<file path="src/rtl/hazard_pkg.sv">
// Shared types and constants for the pipeline hazard controller.
package hazard_pkg;

    typedef enum logic [1:0] {
        FWD_RF   = 2'b00,
        FWD_W    = 2'b01,
        FWD_M    = 2'b10,
        FWD_HOLD = 2'b11
    } fwd_sel_t;

    typedef enum logic {
        RUN  = 1'b0,
        WAIT = 1'b1
    } hz_state_t;

    localparam logic [4:0] REG_ZERO = 5'd0;

endpackage

</file>
<file path="src/rtl/hazard_fwd_sel.sv">
// Per-operand EX forwarding priority: M stage, then bypass hold register, then W stage.
module hazard_fwd_sel
    import hazard_pkg::*;
(
    input  logic [4:0] rs_i,
    input  logic [4:0] rd_m_i,
    input  logic       reg_write_m_i,
    input  logic       hold_valid_i,
    input  logic [4:0] hold_rd_i,
    input  logic [4:0] rd_w_i,
    input  logic       reg_write_w_i,
    output fwd_sel_t   sel_o
);

    // x0 never matches: the hold entry is only marked valid for a nonzero destination
    always_comb begin
        sel_o = FWD_RF;
        if (reg_write_m_i && (rd_m_i != REG_ZERO) && (rd_m_i == rs_i)) begin
            sel_o = FWD_M;
        end else if (hold_valid_i && (hold_rd_i == rs_i)) begin
            sel_o = FWD_HOLD;
        end else if (reg_write_w_i && (rd_w_i != REG_ZERO) && (rd_w_i == rs_i)) begin
            sel_o = FWD_W;
        end else begin
            sel_o = FWD_RF;
        end
    end

endmodule

</file>
<file path="src/rtl/hazard_controller.sv">
// Five-stage pipeline stall/flush/forward controller with memory-wait FSM and WB bypass hold.
// Optional build macro HAZARD_PERF_EN adds stall/flush performance counters.
module hazard_controller
    import hazard_pkg::*;
#(
    parameter int WIDTH       = 32,
    parameter int MEM_TIMEOUT = 255
) (
    input  logic             clk,
    input  logic             rst_n,
    input  logic [4:0]       Rs1D,
    input  logic [4:0]       Rs2D,
    input  logic [4:0]       Rs1E,
    input  logic [4:0]       Rs2E,
    input  logic [4:0]       RdE,
    input  logic [4:0]       RdM,
    input  logic [4:0]       RdW,
    input  logic             ResultSrcE,
    input  logic             RegWriteM,
    input  logic             RegWriteW,
    input  logic             PCSrcE,
    input  logic             MemReqM,
    input  logic             MemReadyM,
    input  logic [WIDTH-1:0] ResultW,
    output logic [1:0]       ForwardAE,
    output logic [1:0]       ForwardBE,
    output logic [WIDTH-1:0] HeldResultE,
    output logic             StallF,
    output logic             StallD,
    output logic             StallE,
    output logic             StallM,
    output logic             FlushD,
    output logic             FlushE,
    output logic             FlushW,
    output logic             MemTimeout,
    output logic [31:0]      StallCount,
    output logic [31:0]      FlushCount
);

    localparam logic [15:0] TIMEOUT_LIMIT = 16'(MEM_TIMEOUT);

    hz_state_t        state_q, state_d;
    logic [15:0]      wait_cnt_q, wait_cnt_d;
    logic             timeout_q, timeout_d;
    logic             hold_valid_q, hold_valid_d;
    logic [4:0]       hold_rd_q, hold_rd_d;
    logic [WIDTH-1:0] hold_data_q, hold_data_d;
    logic             mem_stall_s;
    logic             lw_stall_s;
    fwd_sel_t         fwd_a_s, fwd_b_s;

    // The memory stall is visible in the very cycle the unfinished request appears
    always_comb begin
        mem_stall_s = 1'b0;
        if (state_q == WAIT) begin
            mem_stall_s = !MemReadyM;
        end else begin
            mem_stall_s = MemReqM && !MemReadyM;
        end
        lw_stall_s = ResultSrcE && (RdE != REG_ZERO) && ((RdE == Rs1D) || (RdE == Rs2D));
    end

    // Wait FSM, saturating wait counter, sticky timeout and bypass capture
    always_comb begin
        state_d      = state_q;
        wait_cnt_d   = wait_cnt_q;
        timeout_d    = timeout_q;
        hold_valid_d = hold_valid_q;
        hold_rd_d    = hold_rd_q;
        hold_data_d  = hold_data_q;
        case (state_q)
            RUN: begin
                wait_cnt_d = 16'd0;
                if (MemReqM && !MemReadyM) begin
                    state_d = WAIT;
                end else begin
                    state_d = RUN;
                end
            end
            WAIT: begin
                if (MemReadyM) begin
                    state_d    = RUN;
                    wait_cnt_d = 16'd0;
                end else begin
                    state_d = WAIT;
                    if (wait_cnt_q != TIMEOUT_LIMIT) begin
                        wait_cnt_d = wait_cnt_q + 16'd1;
                    end else begin
                        wait_cnt_d = wait_cnt_q;
                    end
                    if (wait_cnt_d == TIMEOUT_LIMIT) begin
                        timeout_d = 1'b1;
                    end else begin
                        timeout_d = timeout_q;
                    end
                end
            end
            default: begin
                state_d    = RUN;
                wait_cnt_d = 16'd0;
            end
        endcase
        // W keeps retiring into the stalled pipe only on the entry cycle, so grab it then
        if ((state_q == RUN) && mem_stall_s) begin
            hold_valid_d = RegWriteW && (RdW != REG_ZERO);
            hold_rd_d    = RdW;
            hold_data_d  = ResultW;
        end else if (!mem_stall_s) begin
            hold_valid_d = 1'b0;
        end else begin
            hold_valid_d = hold_valid_q;
        end
    end

    // State registers with synchronous active-low reset
    always_ff @(posedge clk) begin
        if (!rst_n) begin
            state_q      <= RUN;
            wait_cnt_q   <= 16'd0;
            timeout_q    <= 1'b0;
            hold_valid_q <= 1'b0;
            hold_rd_q    <= REG_ZERO;
            hold_data_q  <= {WIDTH{1'b0}};
        end else begin
            state_q      <= state_d;
            wait_cnt_q   <= wait_cnt_d;
            timeout_q    <= timeout_d;
            hold_valid_q <= hold_valid_d;
            hold_rd_q    <= hold_rd_d;
            hold_data_q  <= hold_data_d;
        end
    end

    // Stall/flush resolution: memory wait beats branch beats load-use
    always_comb begin
        StallF = 1'b0;
        StallD = 1'b0;
        StallE = 1'b0;
        StallM = 1'b0;
        FlushD = 1'b0;
        FlushE = 1'b0;
        FlushW = 1'b0;
        if (!rst_n) begin
            FlushD = 1'b1;
            FlushE = 1'b1;
            FlushW = 1'b1;
        end else if (mem_stall_s) begin
            StallF = 1'b1;
            StallD = 1'b1;
            StallE = 1'b1;
            StallM = 1'b1;
            FlushW = 1'b1;
        end else if (PCSrcE) begin
            FlushD = 1'b1;
            FlushE = 1'b1;
        end else if (lw_stall_s) begin
            StallF = 1'b1;
            StallD = 1'b1;
            FlushE = 1'b1;
        end else begin
            StallF = 1'b0;
        end
    end

    hazard_fwd_sel u_fwd_a (
        .rs_i          (Rs1E),
        .rd_m_i        (RdM),
        .reg_write_m_i (RegWriteM),
        .hold_valid_i  (hold_valid_q),
        .hold_rd_i     (hold_rd_q),
        .rd_w_i        (RdW),
        .reg_write_w_i (RegWriteW),
        .sel_o         (fwd_a_s)
    );

    hazard_fwd_sel u_fwd_b (
        .rs_i          (Rs2E),
        .rd_m_i        (RdM),
        .reg_write_m_i (RegWriteM),
        .hold_valid_i  (hold_valid_q),
        .hold_rd_i     (hold_rd_q),
        .rd_w_i        (RdW),
        .reg_write_w_i (RegWriteW),
        .sel_o         (fwd_b_s)
    );

    assign ForwardAE   = rst_n ? fwd_a_s : FWD_RF;
    assign ForwardBE   = rst_n ? fwd_b_s : FWD_RF;
    assign HeldResultE = hold_data_q;
    assign MemTimeout  = timeout_q;

`ifdef HAZARD_PERF_EN
    logic [31:0] stall_cnt_q;
    logic [31:0] flush_cnt_q;

    // Count only stalls and flushes that actually took effect
    always_ff @(posedge clk) begin
        if (!rst_n) begin
            stall_cnt_q <= 32'd0;
            flush_cnt_q <= 32'd0;
        end else begin
            if (mem_stall_s || (lw_stall_s && !PCSrcE)) begin
                stall_cnt_q <= stall_cnt_q + 32'd1;
            end
            if (PCSrcE && !mem_stall_s) begin
                flush_cnt_q <= flush_cnt_q + 32'd1;
            end
        end
    end

    assign StallCount = stall_cnt_q;
    assign FlushCount = flush_cnt_q;
`else
    assign StallCount = 32'd0;
    assign FlushCount = 32'd0;
`endif

endmodule
</file>
<file path="config.mk">
export PLATFORM = sky130hd
export DESIGN_NAME = hazard_controller
export DESIGN_NICKNAME = d
export VERILOG_FILES = /design/src/rtl/hazard_pkg.sv /design/src/rtl/hazard_fwd_sel.sv /design/src/rtl/hazard_controller.sv
export SDC_FILE = /design/constraint.sdc
export NUM_CORES = 1
export LEC_CHECK = 0
export CAP_MARGIN = 30
export CORE_MARGIN = 2
export CORE_UTILIZATION = 42
export DETAILED_ROUTE_END_ITERATION = 16
export MAX_ROUTING_LAYER = met4
export PLACE_DENSITY = 0.86
export SETUP_SLACK_MARGIN = 0.3
export SYNTH_ARGS = -nofsm -noshare
export SYNTH_HDL_FRONTEND = slang
export SYNTH_SLANG_ARGS = --single-unit
</file>
<file path="constraint.sdc">
create_clock -name clk -period 4.4 [get_ports clk]
set_input_delay 0.44 -clock clk [delete_from_list [all_inputs] [get_ports clk]]
set_output_delay 0.44 -clock clk [all_outputs]
set_load 0.02 [all_outputs]
</file>
### After elaboration in Yosys (flattened, before gate mapping)

Index checks and enable logic that the tools add are counted.

* flip-flop bits (word level): 56
* bits in latches: 0
* memory bits (writable): 0
* ROM bits: 0
* memories: 0

* $add $sub $neg: 1
* $mul: 0
* div/mod/pow operators: 0
* order comparisons: 0
* eq/ne operators: 11
* shift operators: 0
* multiplexer cells: 32
* bitwise operators: 2
* reduce and logical (&&, ||, !) cells: 18

Operator list (number)
* 16-bit 2-to-1 mux: 4
* 5-bit equality test: 8
* 16-bit case mux with 2 select lines: 1
* 1-bit 2-to-1 mux: 20
* 16-bit by 1-bit adder with 16-bit output (second input constant): 1
* 16-bit by 8-bit equality test with 1-bit output (second input constant): 1
* 16-bit by 8-bit inequality test with 1-bit output (second input constant): 1
* 5-bit nonzero test: 3
* 1-bit logical AND: 12
* 2-bit 2-to-1 mux: 6
* 3-bit AND reduction: 1
* 2-bit by 1-bit inequality test with 1-bit output (second input constant): 1
* 1-bit NOT: 2
* 1-bit case mux with 2 select lines: 1
* 1-bit zero test: 1
* 1-bit logical OR: 1

### Logic depth before layout (Yosys ltp)

* word-level depth: 7
* mapped depth: 8
* depth with buffers taken out: 7

### Hierarchy

From an unflattened synthesis, not the netlist that was laid out.

* cells, all modules: 437
* area, all modules: 3393.3 um2

Modules (own cells, without submodules)
* hazard_controller: instances 1, cells an instance 379, area an instance 2977.9 um2, seq. area each 1121.1 um2
* hazard_fwd_sel: instances 2, cells an instance 29, area an instance 207.7 um2, seq. area each 0.0 um2

### Worst setup path after synthesis

No wires, ideal clock.

* path type: input-to-output
* from: in RdM[0]
* to: out ForwardAE[0]
* arrival: 1694 ps
* setup slack: 2266 ps
* cell stages on the path: 4
* buffers on the path: 0
* path through: or4_1 -> o21ai_0 -> nor4_1 -> nor3_1

* word-level cells in the longest chain between the ends: 5
* elaborated cells on any way between the ends: 6
* those cells by class: eq/ne (1); mux (2); reduce/logical (3)

RTL lines
* from (decl): RTL line hazard_controller.sv:16 `input logic [4:0] RdM,`
* 5-bit nonzero test: RTL line hazard_fwd_sel.sv:18 `if (reg_write_m_i && (rd_m_i != REG_ZERO) && (rd_m_i == rs_i)) begin`
* 1-bit logical AND: RTL line hazard_fwd_sel.sv:18
* 1-bit logical AND (*): RTL line hazard_fwd_sel.sv:18
* 2-bit 2-to-1 mux (*): RTL line hazard_fwd_sel.sv:18
* 2-bit 2-to-1 mux (*): RTL line hazard_controller.sv:187 `assign ForwardAE = rst_n ? fwd_a_s : FWD_RF;`
* to (decl): RTL line hazard_controller.sv:25 `output logic [1:0] ForwardAE,`

Mark *: on every way between the ends. The rest lies on a longest branch, timed or not.

### Worst setup path after layout

* from: in RdW[1]
* to: out ForwardBE[0]

* word-level cells in the longest chain between the ends: 7
* elaborated cells on any way between the ends: 8
* those cells by class: eq/ne (1); mux (4); reduce/logical (3)

RTL lines
* from (decl): RTL line hazard_controller.sv:17 `input logic [4:0] RdW,`
* 5-bit nonzero test: RTL line hazard_fwd_sel.sv:22 `end else if (reg_write_w_i && (rd_w_i != REG_ZERO) && (rd_w_i == rs_i)) begin`
* 1-bit logical AND: RTL line hazard_fwd_sel.sv:22
* 1-bit logical AND (*): RTL line hazard_fwd_sel.sv:22
* 1-bit 2-to-1 mux (*): RTL line hazard_fwd_sel.sv:22
* 2-bit 2-to-1 mux (*): RTL line hazard_fwd_sel.sv:20 `end else if (hold_valid_i && (hold_rd_i == rs_i)) begin`
* 2-bit 2-to-1 mux (*): RTL line hazard_fwd_sel.sv:18
* 2-bit 2-to-1 mux (*): RTL line hazard_controller.sv:188 `assign ForwardBE = rst_n ? fwd_b_s : FWD_RF;`
* to (decl): RTL line hazard_controller.sv:26 `output logic [1:0] ForwardBE,`

Marked as above.

==> results.py <==
metrics = {
    "status": {
        "status": "completed",
    },
    "power_and_ir_drop": {
        "comb_power_share": 0.248,
        "power.ir.vdd_worst_mv": 0.182,
        "total_leakage_power_uw": 0.00167,
        "cellPowerDensity_mw_per_mm2": 246,
        "power_switching_share": 0.300,
        "switchingPower_uw": 324,
        "intPower_uw": 757,
        "power_frac_clock": 0.260,
        "seqPwrFrac": 0.492,
    },
    "logic_synthesis": {
        "ys_types": 45,
        "ffs_w_async_s_r_synth": 0,
        "synthesis.instances": 423,
        "register_bit_total_from_synthesis": 56,
        "ys_warns": 0,
        "yosysTopAreaCellShare": 0.339,
        "synth.largest_area_cell": "dfxtp_1",
        "synth.avg_cell_area_um2": 7.82,
        "yosys-top-cells-area": "dfxtp_1, buf_4, nand2_1, xor2_1, a21oi_1",
        "share_of_the_yosys_chip_area_belonging_to_registers": 0.339,
        "yosys_most_used_dff": "dfxtp_1",
        "synth_edf_count": 0,
        "area_of_the_mapped_netlist_mm2": 0.00331,
    },
    "setup_path": {
        "cp-end-kind": "output pin",
        "critPathArrivalTime_ns": 2.69,
        "worst_ep_required_time_ns": 3.96,
        "path_max_fanout": 4,
        "timing.critical_path.from_type": "input pin",
        "crit_type": "in -> out",
    },
    "drt": {
        "routed_via_density": 4.74,
        "drt-wirelength-per-cell_um": 12.5,
        "routed-via-count": 3007,
        "drc": 0,
        "drt-initial-drc-count": 124,
        "route.final.wire_length_mm": 7.94,
        "drt-pass1-iter-count": 4,
        "antenna_violating_nets_post_route": 0,
    },
    "placed_design": {
        "gpl.final_weighted_congestion": 0.889,
        "dpl.hpwl_mm": 6.12,
        "placement.cell_area_mm2": 0.00431,
        "io_buffers": 118,
    },
    "layout": {
        "regArea_mm2": 0.00112,
        "fin_util": 0.572,
        "commonest_non_fill_non_tap_cell_in_the_layout": "clkdlybuf4s50_1",
        "finalNetCount": 608,
        "post_route_cells_drive_above_1_share": 0.0356,
        "layout.filler_cells": 701,
        "most-common-layout-cells": "clkdlybuf4s50_1, nand2_1, conb_1",
        "fin_area_mm2": 0.00440,
        "num_antenna_cells": 0,
        "syn2layout_area_growth_pct": 33.0,
        "multi_input_comb_area_mm2": 0.00184,
    },
    "global_route": {
        "groute.usage.overall": 0.190,
        "antenna_found_initial": 0,
        "grt_pass1_wl_mm": 13.1,
        "globalRouteOverflowTotal": 0,
        "grt_max_degree": 39,
        "first_global_vias": 2931,
    },
    "clock_network": {
        "max-clock-path-buffers": 2,
        "cts_htree_levels": 2,
        "number_of_buffers_added_for_setup_after_cts": 0,
        "clock_latency_late_sink_ns": 0.31,
        "cts_repair_resized_insts": 0,
        "hold_buffers": 0,
        "tritoncts_clock_tree": "built",
        "ctsRootBufferMaster": "clkbuf_8",
        "cts.reportedPaths.clkPinSlew_ns": 0.10,
        "cts_sinks": 56,
        "cts_made_buffers": 5,
    },
    "die": {
        "die_width_um": 92.7,
        "row_count": 32,
        "die_y_extent_um": 92.7,
        "io-pin-count": 183,
        "placeableCoreArea_mm2": 0.00769,
        "initial_core_util": 0.430,
        "die_area_mm2": 0.00860,
    },
    "sta": {
        "setup_total_negative_slack_ns": 0,
        "grt_setup_unrepaired": "no",
        "timing.max_slew.rel_slack": 0.657,
        "setup_viol": 0,
        "drv_slew": 0,
        "timing.final.crit_period_ns": 3.13,
        "achievable-frequency_mhz": 320,
        "tightest_slew_ns": 0.513,
        "finClkSkew_ns": 0.00916,
        "hold_violations": 0,
        "layout_worst_path_cycle_share": 0.711,
    },
    "hold_path": {
        "worst_hold_path_type": "reg -> reg",
    },
    "flow_run": {
        "maxCapViolCount": 0,
    },
}
[power by group through the flow]
stage               sequential [uW]  combinational [uW]  clock (uW)
floorplan                       560                 166           0
global placement                543                 263           0
detailed placement              544                 267           0
CTS                             533                 268         290
global route                    535                 290         317
finish                          532                 268         281
[final cells by class]
| type | instances | area share |
|---|---|---|
| timing repair buffer | 121 | 0.274 |
| tap | 102 | 0.0290 |
| clock inverter | 2 | 0.00370 |
| clock buffer | 6 | 0.0165 |
| inverter | 3 | 0.00256 |
| multi-input combinational | 345 | 0.419 |
| sequential | 56 | 0.255 |
[worst paths after layout]
path,start,to,slack [ns],cells after the start
worst max-delay path,RdW[1],ForwardBE[0],1.27,7
worst max register to register,wait_cnt_q[0]$_SDFF_PP0_,MemTimeout$_SDFFE_PN0P_,2.21,7
worst min-delay path,HeldResultE[18]$_SDFFE_PN0P_,HeldResultE[18]$_SDFFE_PN0P_,0.46,2
worst min register to register,HeldResultE[18]$_SDFFE_PN0P_,HeldResultE[18]$_SDFFE_PN0P_,0.46,2
[logic make-up after synthesis]
kind of cell,count (synthesis),synth area share
XOR/XNOR,49,0.130
other,1,0.00113
AO/OA/AOI/OAI,65,0.112
multiplexers,1,0.00303
buffers and inverters,85,0.175
AND/OR/NAND/NOR,165,0.236
adder cells (fa/ha/maj),1,0.00378
flip-flops,56,0.339
[synthesized netlist by cell type, types with 2 or more instances]
library cell,instances
a21oi_1,44
a31oi_1,4
and3_1,7
buf_1,2
buf_4,68
clkbuf_1,11
dfxtp_1,56
inv_1,2
nand2_1,86
nand3_1,9
nand4_1,2
nand4b_1,2
nor2_1,26
nor2b_1,2
nor3_1,11
nor4_1,6
o21ai_0,5
o21bai_1,3
o31ai_1,2
or4_1,3
xnor2_1,22
xor2_1,27
[critical path, stage by stage]
cell and delay (ns):
clkdlybuf4s50_1 0.50, or4_1 0.54, o21ai_0 0.29, nor4_1 0.11, a31oi_1 0.18, nor3_1 0.07
clkdlybuf4s50_1 0.56
[layer usage]
layer  wire length [um]  vias up  track usage  part of all wire
met1               3200     1385        0.208              0.40
met3                479       21       0.0366             0.060
li1                   -     1491            -                 -
met2               4040      110        0.341              0.51
met5                  0        -            -                 0
met4                229        0       0.0735             0.029
[flip-flops by register name, summed over array words and instances, names as in the netlist]
register	count
state_q	1
MemTimeout	1
hold_rd_q	5
hold_valid_q	1
wait_cnt_q	16
HeldResultE	32
[through the flow]
stage          setup WS [ns]  total power [uW]  std cells  hold slack, ns
2_1_floorplan           2.27               726        486           0.460
3_3_place_gp            1.34               806        627           0.441
3_5_place_dp            1.28               812        627           0.449
4_1_cts                 1.28              1090        635           0.464
5_1_grt                 1.14              1140        635           0.483
6_report                1.27              1080        635           0.461
Note: power is estimated with default switching activity, not from simulation.
==> RTL edit 1 (same settings) <==
Change the package constant `REG_ZERO` from 5'd0 to 5'd1.
--- a/src/rtl/hazard_pkg.sv
+++ b/src/rtl/hazard_pkg.sv
@@ -13,7 +13,7 @@
         WAIT = 1'b1
     } hz_state_t;
 
-    localparam logic [4:0] REG_ZERO = 5'd0;
+    localparam logic [4:0] REG_ZERO = 5'd1;
 
 endpackage
 
Check against the original RTL: not equivalent (Yosys sat finds a counterexample within 4 cycles, from zero or initial values and one cycle with rst_n low).
==> RTL edit 1 against the unedited design <==
  * Wire length increased by 6.6%
  * Critical path type unchanged
  * Sequential cell count unchanged
  * Count of clock-buffer cells in the layout decreased by 1
  * Non-clock buffer count increased by 1
  * Final area increased by 3.5%
  * Largest power group unchanged
  * Worst setup slack got worse by 89 ps
  * Area after synthesis increased by 5.0%
  * First-iteration DRC count increased by 77%
  * Total power increased by 11%
  * Hold slack got worse by 1.6 ps
  * Critical endpoint is now ForwardAE[0]
==> RTL edit 1: results (changes against the unedited design) <==
* Placed cells: 641 (was 627)
* Share of synthesized area occupied by flip-flops and latches: 32.3% (was 33.9%)
- Startpoint of the tightest hold check path: HeldResultE[21] (was HeldResultE[18])
- Placed wire-length estimate: 6710 um (was 6120 um)
- Post-route worst setup slack: 1180 ps (was 1270 ps)
- Register-to-register setup slack: 2240 ps (was 2210 ps)
- Number of distinct library cells after synthesis: 48 (was 45)
* Ratio of cells with drive above 1 in the final layout: 4.24% (was 3.56%)
- The number of vias after detailed routing came to 3,088 (was 3,007).
- Crit Path Max Fanout: 3 (was 4)
- Post-Syn Area per Cell: 7.89 um2 (was 7.82 um2)
- Placed cell areas: 4420 um2 (was 4310 um2)
- Status: complete, no violations (unchanged).
* Worst path arrival time: 2780 ps (was 2690 ps)
- The final RePlAce weighted congestion is 0.888 (was 0.889).
- The wire length of the first global-routing pass was 13,500 um (was 13,100 um).
- Net total in the final layout: 619 (was 608)
- Clock skew: 5.80 ps (was 9.16 ps)
* Final standard cell count with taps included and fillers excluded: 648 (was 635)
- Slew of the pin with the lowest slew margin: 687 ps (was 513 ps)
- Via count of the first global-routing pass: 2,894 (was 2,931)
- The worst voltage drop across the vdd grid was 0.000157 V (was 0.000182 V).
* CP endpoint: ForwardAE[0] (was ForwardBE[0])
- Total global-route track usage: 19.4% (was 19.0%)
* Wirelength per Cell: 13.1 um (was 12.5 um)
- Switching share of total power: 27.2% (was 30.0%)
- The source of the critical timing path was RdM[3] (was RdW[1]).
[RTL edit 1: area by class of cell]
class / count / area, um2 / share of cell area (%)
Sequential cell: 56 / 1120 / 24.6
Multi-Input combinational cell: 352 / 1930 / 42.4
Timing Repair Buffer: 122 / 1220 / 26.8
Clock buffer: 5 / 68.8 / 1.51
Inverter: 6 / 22.5 / 0.495
Tap cell: 105 / 131 / 2.89
Clock inverter: 2 / 60.1 / 1.32
[RTL edit 1: metal layers]
| metal | vias to the layer above | global-route usage, % | routed length, um |
|---|---|---|---|
| met2 | 114 | 34.4 | 4350 |
| met4 | 0 | 3.74 | 66 |
| li1 | 1533 | - | - |
| met1 | 1432 | 22.7 | 3470 |
| met3 | 9 | 4.15 | 582 |
| met5 | - | - | 0 |
[RTL edit 1: worst min path at each step]
stage / end / slack (ps) / depth (start not counted)
CTS: HeldResultE[21] / 460 / 2
floorplan: hold_rd_q[1] / 470 / 2
detailed placement: HeldResultE[16] / 450 / 2
global route: HeldResultE[16] / 470 / 2
global placement: HeldResultE[16] / 440 / 2
finish: HeldResultE[21] / 460 / 2
[RTL edit 1: worst max-delay path: stages]
cell	delay (ps)
clkdlybuf4s50_1	470
or4b_2	680
o21ai_0	210
or4_1	200
o211a_1	180
clkdlybuf4s50_1	600
[RTL edit 1: logic make-up after synthesis]
| logic type | Yosys count | share of synthesized area, % |
|---|---|---|
| AND/OR/NAND/NOR | 171 | 24.1 |
| buffers and inverters | 95 | 19.0 |
| AO/OA/AOI/OAI | 62 | 10.6 |
| flip-flops | 56 | 32.3 |
| XOR/XNOR | 53 | 13.4 |
| adder cells (fa/ha/maj) | 1 | 0.360 |
| other | 1 | 0.108 |
| multiplexers | 1 | 0.288 |
[RTL edit 1: power groups by stage]
stage	sequential (mW)	clock (mW)	combinational [mW]
floorplan	0.560	0	0.169
global placement	0.544	0	0.264
detailed placement	0.545	0	0.269
CTS	0.533	0.400	0.270
global route	0.535	0.417	0.293
finish	0.533	0.393	0.270
==> RTL edit 2 (same flow settings) <==
Without the edit above. Register the output `MemTimeout` once more, with the module's reset; this adds one clock of latency there. The other outputs are not delayed to match.
--- a/src/rtl/hazard_controller.sv
+++ b/src/rtl/hazard_controller.sv
@@ -187,7 +187,13 @@
     assign ForwardAE   = rst_n ? fwd_a_s : FWD_RF;
     assign ForwardBE   = rst_n ? fwd_b_s : FWD_RF;
     assign HeldResultE = hold_data_q;
-    assign MemTimeout  = timeout_q;
+    always_ff @(posedge clk) begin
+        if (!rst_n) begin
+            MemTimeout <= '0;
+        end else begin
+            MemTimeout <= timeout_q;
+        end
+    end
 
 `ifdef HAZARD_PERF_EN
     logic [31:0] stall_cnt_q;
Behaviour: no difference found for any inputs over 10 cycles, from zero or initial values and one cycle with rst_n low; that may be too few to reach the edited logic, so the function may still have changed.
==> RTL edit 2 against the unedited design <==
  * Final area rose by 5.9%
  * Sequential share of layout area shrank 1.0 points
  * Sequential power grew 2%
  * Total power increased by 18%
  * Global-route usage is 0.15 points higher
  * Wire length rose by 5.5%
  * Area after synthesis grew 5.7%
  * Worst setup slack got worse by 57 ps
  * Sequential cell count increased by 1
  * Largest cell class unchanged
  * Maximum frequency down 1.8%
==> RTL edit 2: results (changes against the unedited design) <==
* Slew of the pin with the lowest slew margin: 572 ps (was 513 ps)
- The synthesis-to-finish area growth is 33.3% (was 33.0%).
- The count of clock tree sinks came to 57 (was 56).
- Switching power total: 0.358 mW (was 0.324 mW)
- Register-to-register setup slack: 1640 ps (was 2210 ps)
- CP endpoint: ForwardAE[0] (was ForwardBE[0])
* Number of buffers created by CTS: 9 (was 5)
- Worst reg2reg endpoint: timeout_q (was MemTimeout)
- Net total in the final layout: 617 (was 608)
* Seq/total area: 24.5% (was 25.5%)
* Portion of the layout cell area used by clock cells: 3.79% (was 2.02%)
* Power Dens Cells: 273 nW/um2 (was 246 nW/um2)
- Pre-CTS setup slack: 1310 ps (was 1280 ps)
- The portion of the layout cell area used by non-clock buffers is 25.8% (was 27.4%).
- The aggregate global-route resource usage came to 19.2% (was 19.0%).
* Post-synthesis share of cell area spent on full adders, half adders and majority gates: 0.358% (was 0.378%)
- The wire length of the first global-routing pass is 13,100 um (about the same).
- Portion of total power attributed to the clock network: 35.8% (was 26.0%)
* Status: complete, no violations (unchanged)
* Worst supply voltage drop on vdd: 0.000229 V (was 0.000182 V)
- The core occupancy in the finished layout was 57.3% (was 57.2%).
- Worst-path clk slew: 60 ps (was 100 ps)
* Clock H-tree levels: 3 (was 2)
* Placed cell areas: 4480 um2 (was 4310 um2)
* Placed cells: 635 (was 627)
- Delay of the slowest cell on the worst path: 680 ps (was 560 ps)
* Worst path arrival time: 2750 ps (was 2690 ps)
* Placed wire-length estimate: 6330 um (was 6120 um)
- The switching portion of total power came to 28.1% (was 30.0%).
* Area fraction in compound gates after synthesis: 13.2% (was 11.2%)
* Leakage Power: 1.70 nW (was 1.67 nW)
- The final RePlAce weighted congestion came to 0.856 (was 0.889).
- The mux contribution to synthesized area is 1.00% (was 0.303%).
* Via density per instance: 4.75 (was 4.74)
- Top post-synthesis cells by count: nand2_1 (86), buf_4 (66), dfxtp_1 (57) (was nand2_1 (86), buf_4 (68), dfxtp_1 (56))
- CLK BUF: 11 (was 6)
- The count of multi-input gates was 348 (was 345).
- The number of different library cells in the post-synthesis netlist was 43 (was 45).
- The number of non-clock inverters in the layout is 4 (was 3).
- Largest net degree at the start of global routing: 46 (was 39)
[RTL edit 2: cell types whose count changed in the layout (fill, tap and decap cells not counted), moves of 4 or more]
cell / delta
a21boi_1: +37
xor2_1: -6
xnor2_1: +9
and3_1: -6
o21a_1: +4
nand3_1: +5
nand4_1: +5
a21oi_1: -40
clkbuf_8: +4
[RTL edit 2: worst min-delay path by stage]
stage / slack, ps / end / from
2_1_floorplan: 420 / MemTimeout / timeout_q
3_3_place_gp: 440 / MemTimeout / timeout_q
3_5_place_dp: 440 / MemTimeout / timeout_q
4_1_cts: 450 / HeldResultE[15] / HeldResultE[15]
5_1_grt: 480 / HeldResultE[11] / HeldResultE[11]
6_report: 450 / HeldResultE[15] / HeldResultE[15]
[RTL edit 2: routing by layer]
metal  track usage, %  wire (um)
met1             21.5       3470
met2             31.7       3980
met3             5.06        683
met4             9.06        238
met5                -          0
